<file path="src/rtl/mod_recombine_pkg.sv">
// Shared types and sizing helpers for the modulo-recombine datapath.
package mod_pkg;

    typedef enum logic [1:0] {
        IDLE = 2'd0,
        MUL  = 2'd1,
        ADD  = 2'd2,
        DONE = 2'd3
    } state_t;

    // Counter must hold values 0..w inclusive.
    function automatic int unsigned cnt_width(input int unsigned w);
        return $clog2(w + 1);
    endfunction

endpackage

</file>
<file path="src/rtl/mod_recombine_if.sv">
// Start/done handshake bundle between a requester and mod_recombine.
interface mod_recombine_if #(
    parameter int unsigned DATAWIDTH = 2
);
    logic                 start;
    logic [DATAWIDTH-1:0] q;
    logic [DATAWIDTH-1:0] b;
    logic [DATAWIDTH-1:0] r;
    logic                 busy;
    logic                 done;
    logic [DATAWIDTH-1:0] a;
    logic                 ovf;
    logic                 err;

    modport master (
        output start, q, b, r,
        input  busy, done, a, ovf, err
    );

    modport slave (
        input  start, q, b, r,
        output busy, done, a, ovf, err
    );
endinterface

</file>
<file path="src/rtl/mod_recombine_mul.sv">
// Iterative shift-add multiplier: one partial product per step, full-width product.
module shift_add_mul
    import mod_pkg::*;
#(
    parameter int unsigned DATAWIDTH = 2
) (
    input  logic                   clk,
    input  logic                   rst_n,
    input  logic                   load,
    input  logic                   step,
    input  logic [DATAWIDTH-1:0]   q,
    input  logic [DATAWIDTH-1:0]   b,
    output logic [2*DATAWIDTH-1:0] acc,
    output logic                   last
);

    localparam int unsigned CW = cnt_width(DATAWIDTH);
    localparam int unsigned AW = 2 * DATAWIDTH;

    logic [DATAWIDTH-1:0] q_sh;
    logic [AW-1:0]        b_ext;
    logic [AW-1:0]        acc_q;
    logic [CW-1:0]        cnt;

    always_ff @(posedge clk or negedge rst_n) begin
        if (!rst_n) begin
            q_sh  <= '0;
            b_ext <= '0;
            acc_q <= '0;
            cnt   <= '0;
        end else if (load) begin
            q_sh  <= q;
            b_ext <= AW'(b);
            acc_q <= '0;
            cnt   <= '0;
        end else if (step) begin
            if (q_sh[0]) begin
                acc_q <= acc_q + (b_ext << cnt);
            end
            q_sh <= q_sh >> 1;
            cnt  <= cnt + CW'(1);
        end
    end

    // Asserted during the final iteration so the FSM can leave MUL on that edge.
    assign last = (cnt == CW'(DATAWIDTH - 1));
    assign acc  = acc_q;

endmodule

</file>
<file path="src/rtl/mod_recombine.sv">
// Reconstructs a = q*b + r over a start/done handshake with fixed DATAWIDTH+2 latency.
// Optional remainder range check enabled by defining MOD_RECOMBINE_CHECK_EN.
module mod_recombine
    import mod_pkg::*;
#(
    parameter int unsigned DATAWIDTH = 2
) (
    input  logic            Clk,
    input  logic            Rst,
    mod_recombine_if.slave  bus
);

    localparam int unsigned AW = 2 * DATAWIDTH;
    localparam int unsigned SW = AW + 1;

    state_t               state;
    logic [DATAWIDTH-1:0] r_lat;
`ifdef MOD_RECOMBINE_CHECK_EN
    logic [DATAWIDTH-1:0] b_lat;
`endif
    logic [SW-1:0]        sum;
    logic [DATAWIDTH-1:0] a_q;
    logic                 ovf_q;
    logic                 err_q;
    logic                 busy_q;
    logic                 done_q;

    logic                 load_c;
    logic                 step_c;
    logic                 last;
    logic [AW-1:0]        acc;

    assign load_c = (state == IDLE) && bus.start;
    assign step_c = (state == MUL);

    shift_add_mul #(.DATAWIDTH(DATAWIDTH)) u_mul (
        .clk   (Clk),
        .rst_n (Rst),
        .load  (load_c),
        .step  (step_c),
        .q     (bus.q),
        .b     (bus.b),
        .acc   (acc),
        .last  (last)
    );

    // Control FSM; final add and result flags are registered here.
    always_ff @(posedge Clk or negedge Rst) begin
        if (!Rst) begin
            state  <= IDLE;
            r_lat  <= '0;
`ifdef MOD_RECOMBINE_CHECK_EN
            b_lat  <= '0;
`endif
            sum    <= '0;
            a_q    <= '0;
            ovf_q  <= 1'b0;
            err_q  <= 1'b0;
            busy_q <= 1'b0;
            done_q <= 1'b0;
        end else begin
            done_q <= 1'b0;
            case (state)
                IDLE: begin
                    if (bus.start) begin
                        r_lat  <= bus.r;
`ifdef MOD_RECOMBINE_CHECK_EN
                        b_lat  <= bus.b;
`endif
                        busy_q <= 1'b1;
                        state  <= MUL;
                    end
                end
                MUL: begin
                    if (last) begin
                        state <= ADD;
                    end
                end
                ADD: begin
                    sum   <= SW'(acc) + SW'(r_lat);
                    state <= DONE;
                end
                DONE: begin
                    a_q    <= sum[DATAWIDTH-1:0];
                    ovf_q  <= |sum[SW-1:DATAWIDTH];
`ifdef MOD_RECOMBINE_CHECK_EN
                    err_q  <= (r_lat >= b_lat);
`else
                    err_q  <= 1'b0;
`endif
                    done_q <= 1'b1;
                    busy_q <= 1'b0;
                    state  <= IDLE;
                end
                default: state <= IDLE;
            endcase
        end
    end

    assign bus.a    = a_q;
    assign bus.ovf  = ovf_q;
    assign bus.err  = err_q;
    assign bus.busy = busy_q;
    assign bus.done = done_q;

endmodule

</file>
<file path="src/flat_wrapper.sv">
// flat-port wrapper written by rule: the top's interface ports become plain ports
module mod_recombine_flat import mod_pkg::*;
#(
    parameter int unsigned DATAWIDTH = 2
)
  (Clk, Rst, bus_start, bus_q, bus_b, bus_r, bus_busy, bus_done, bus_a, bus_ovf, bus_err);
  mod_recombine_if #(.DATAWIDTH(DATAWIDTH)) bus_i ();
  input  logic Clk;
  input  logic Rst;
  input wire logic [$bits(bus_i.start)-1:0] bus_start;
  input wire logic [$bits(bus_i.q)-1:0] bus_q;
  input wire logic [$bits(bus_i.b)-1:0] bus_b;
  input wire logic [$bits(bus_i.r)-1:0] bus_r;
  output wire logic [$bits(bus_i.busy)-1:0] bus_busy;
  output wire logic [$bits(bus_i.done)-1:0] bus_done;
  output wire logic [$bits(bus_i.a)-1:0] bus_a;
  output wire logic [$bits(bus_i.ovf)-1:0] bus_ovf;
  output wire logic [$bits(bus_i.err)-1:0] bus_err;
  assign bus_i.start = bus_start;
  assign bus_i.q = bus_q;
  assign bus_i.b = bus_b;
  assign bus_i.r = bus_r;
  assign bus_busy = bus_i.busy;
  assign bus_done = bus_i.done;
  assign bus_a = bus_i.a;
  assign bus_ovf = bus_i.ovf;
  assign bus_err = bus_i.err;
  mod_recombine #(.DATAWIDTH(DATAWIDTH)) u_core (.Clk(Clk), .Rst(Rst), .bus(bus_i));
endmodule
</file>
<file path="config.mk">
export PLATFORM = sky130hd
export DESIGN_NAME = mod_recombine_flat
export DESIGN_NICKNAME = d
export VERILOG_FILES = /design/src/rtl/mod_recombine_pkg.sv /design/src/rtl/mod_recombine_if.sv /design/src/rtl/mod_recombine_mul.sv /design/src/rtl/mod_recombine.sv /design/src/flat_wrapper.sv
export SDC_FILE = /design/constraint.sdc
export NUM_CORES = 1
export LEC_CHECK = 0
export CORE_AREA = 2 2 43 64
export DETAILED_ROUTE_END_ITERATION = 10
export DIE_AREA = 0 0 45 66
export HOLD_SLACK_MARGIN = 0.02
export PLACE_DENSITY = 0.85
export SYNTH_ARGS = -nofsm -noshare
export SYNTH_HDL_FRONTEND = slang
export SYNTH_SLANG_ARGS = --single-unit
</file>
<file path="constraint.sdc">
create_clock -name Clk -period 4.65 [get_ports Clk]
set_input_delay 0.93 -clock Clk [delete_from_list [all_inputs] [get_ports Clk]]
set_output_delay 0.93 -clock Clk [all_outputs]
set_load 0.005 [all_outputs]
</file>
==> results.yml <==
run_status:
  status: "finished clean"
job:
  drv_cap: 0
placement:
  pre_cts_ws_ps: 2420
  io_buffers: 13
  placed_cell_area_sq_um: 1400
  gp_congestion: 0.812
  post-place-cells: 156
  dp_hpwl_mm: 1.71
grt:
  grt_max_degree: 25
  grt_pass1_vias: 937
  antenna_found_initial: 0
  grt_overflow_total: 0
  grt_pass1_wl_mm: 3.84
  gr-usage-all-layers_pct: 18.3
logic_synthesis:
  syn_area_sq_um: 1260
  synth_compound_area_share_pct: 9.05
  ys_types: 30
  synth_fp_nets: 145
  ys_warn_count: 0
  ys_ff_latch: 24
  avgSynthCellArea_sq_um: 10.2
  synth-xor-area-share_pct: 2.78
  synth_simple_gate_area_share_pct: 13.5
  yosysSeqAreaShare_pct: 47.7
  ys_top_cells_by_area: "dfrtp_1, ha_1, nand2_1, mux2_2, a21oi_1"
  yosys.area_share.adder_pct: 14.1
  synth_cells: 123
  synth_area_leader_cell: "dfrtp_1"
  post-synth-top-area-fraction_pct: 47.7
  synth_mux_area_share_pct: 7.65
  synth_top_family_by_area: "adder cells"
routing:
  drt-total-wl_mm: 2.22
  ant_nets: 0
  drc: 0
  vias: 904
  firstDrtPassIters: 4
  wl_per_cell_um: 14.0
  viasPerCell: 5.69
  drtIter0Drc: 11
sta:
  final_max_slew_viol_count: 0
  worst_pin_slew_ps: 1060
  tns_ps: 0
  setup_viol: 0
  fin_crit_sh_pct: 45.4
  finalHoldViolCount: 0
  fin_skew_ps: 5.92
  fmax_ghz: 0.474
  rsz0062_at_grt: "false"
  setup_slack_ps: 2540
  holdWs_ps: 522
  fin_crit_ps: 2110
  max_slew_margin_pct: 29.4
worst_setup_path:
  r2r-end: "u_core.u_mul.acc[3]"
  r2r_setup_slack_ps: 2690
  cp_top_family: "buffers and inverters"
  worstPathMaxFanout: 2
  crit_required_ps: 3720
  critPathBufInv: 1
  cp_slowest_cell: "clkdlybuf4s50_1"
  r2r_cells: 7
  worstSetupStartpointType: "flop"
  critPathKind: "reg2out"
  crit_path_start: "u_core.bus.busy"
  slowest_delay_ps: 500
  crit_chain: "clkdlybuf4s50_1"
  end_kind: "output port"
  arrival_ps: 1180
  timing.rr.start: "u_core.u_mul.cnt[0]"
floorplan:
  dieArea_sq_um: 2970
  pin_count: 15
  die_y_um: 66
  core_area_sq_um: 2420
  initial_core_util_pct: 52.0
  die_w_um: 45
  core.rowCount: 22
final_layout:
  finalInstanceArea_sq_um: 1420
  drive_gt1_share_pct: 5.93
  syn_to_final_growth_pct: 12.9
  n_fill_cell: 203
  nNetsFinal: 159
  instances_no_fill: 159
  seq_area_sq_um: 601
  multi_input_area_sq_um: 597
  antenna_cells: 0
clock_network:
  path_clk_slew_ps: 120
  root_buffer: "clkbuf_4"
  clock_latency_ps: 310
  cts_tree: "built"
  postCtsHoldBufs: 0
  cts_setup_buffers: 0
  cts.sinks: 24
  cts_buffers: 3
  htree_num_levels: 1
  cts.repair.resized: 0
  cts_buffer_depth: 2
min_path:
  hold_class: "reg2reg"
  whs_path_depth: 1
  holdPathEnd: "u_core.bus.a[1]"
  hold_start: "u_core.bus.a[1]"
power:
  p_per_area_nw_per_um2: 624
  ir_drop_uv: 300
  leakagePower_nw: 0.665
-- cell families (layout without fill, tap and decap cells) --
| kind of cell | after synthesis | after routing |
|---|---|---|
| and+or+nand+nor | 38 | 38 |
| muxes | 9 | 9 |
| xor gates and xnor gates | 4 | 4 |
| DFF | 24 | 24 |
| adders and majority gates | 13 | 13 |
| buffers and inverters | 15 | 27 |
| other | 1 | 1 |
| AOI/OAI and AO/OA | 19 | 19 |
-- stage by stage --
step	total power, mW	util, %
floorplan	0.665	-
global placement	0.770	57.7
detailed placement	0.803	57.7
CTS	0.892	58.7
global route	0.978	58.7
finish	0.886	58.7
-- worst max-delay path by stage --
stage	to	slack (ps)	cells after the start
CTS	bus_busy	2530	1
global placement	u_core.u_mul.q_sh[0]	2480	3
finish	bus_busy	2540	1
floorplan	u_core.u_mul.acc[3]	2930	7
global route	bus_a[1]	2470	1
detailed placement	u_core.u_mul.acc[0]	2420	1
-- where the power goes --
part           internal (mW)  switching (mW)
sequential             0.305          0.0781
combinational          0.205           0.209
clock                 0.0303          0.0593
total                  0.540           0.346
-- layer usage --
metal / up-vias / GRT usage (%) / part of all wire, %
met4: 0 / 13.6 / 4.5
met3: 9 / 3.28 / 3.7
met2: 25 / 30.9 / 53
met5: - / 0 / 0
met1: 434 / 19.3 / 38
li1: 436 / - / -
-- layout make-up --
type	instances	area share [%]
Multi-Input combinational cell	84	42.0
Tap cell	24	2.11
Sequential cell	24	42.3
Inverter	11	2.90
Timing Repair Buffer	13	9.15
Clock buffer	3	1.58
-- cells in the final DEF (no fill, tap or decap), drive strengths merged --
cell type      count
dfrtp             24
nand2             19
clkdlybuf4s50     13
ha                11
inv               11
a21oi              8
nor2               7
o21ai              5
mux2               5
mux2i              4
xnor2              4
nand3              4
clkbuf             3
nor3               2
a211oi             2
fa                 2
nor3b              1
nand3b             1
and2               1
o22ai              1
nand4b             1
o211a              1
nand2b             1
o311ai             1
o41ai              1
nor2b              1
conb               1
-- synth_stat cells --
cell type  number
dfrtp_1        24
nand2_1        19
ha_1           11
inv_1          10
a21oi_1         8
nor2_1          7
o21ai_0         5
mux2_2          4
mux2i_1         4
nand3_1         4
xnor2_1         4
a211oi_1        2
clkbuf_1        2
fa_1            2
nor3_1          2
and2_1          1
buf_2           1
buf_4           1
conb_1          1
inv_2           1
mux2_1          1
nand2b_1        1
nand3b_1        1
nand4b_1        1
nor2b_1         1
nor3b_1         1
o211a_1         1
o22ai_1         1
o311ai_1        1
o41ai_1         1
-- sequential cells by signal, indices dropped and copies added, names as in the netlist --
register	count
u_core.bus.a	2
u_core.bus.busy	1
u_core.bus.done	1
u_core.bus.ovf	1
u_core.r_lat	2
u_core.state	2
u_core.sum	5
u_core.u_mul.acc	4
u_core.u_mul.b_ext	2
u_core.u_mul.cnt	2
u_core.u_mul.q_sh	2
-- worst reg2reg max path, stage by stage, from the launching register on --
cell and delay [ps]:
dfrtp_1 480, mux2i_1 320, nor2_1 110, ha_1 300, nand3_1 100, a211oi_1 330
o311ai_1 140, o41ai_1 70
No activity file was read; power rests on OpenSTA's default activity.
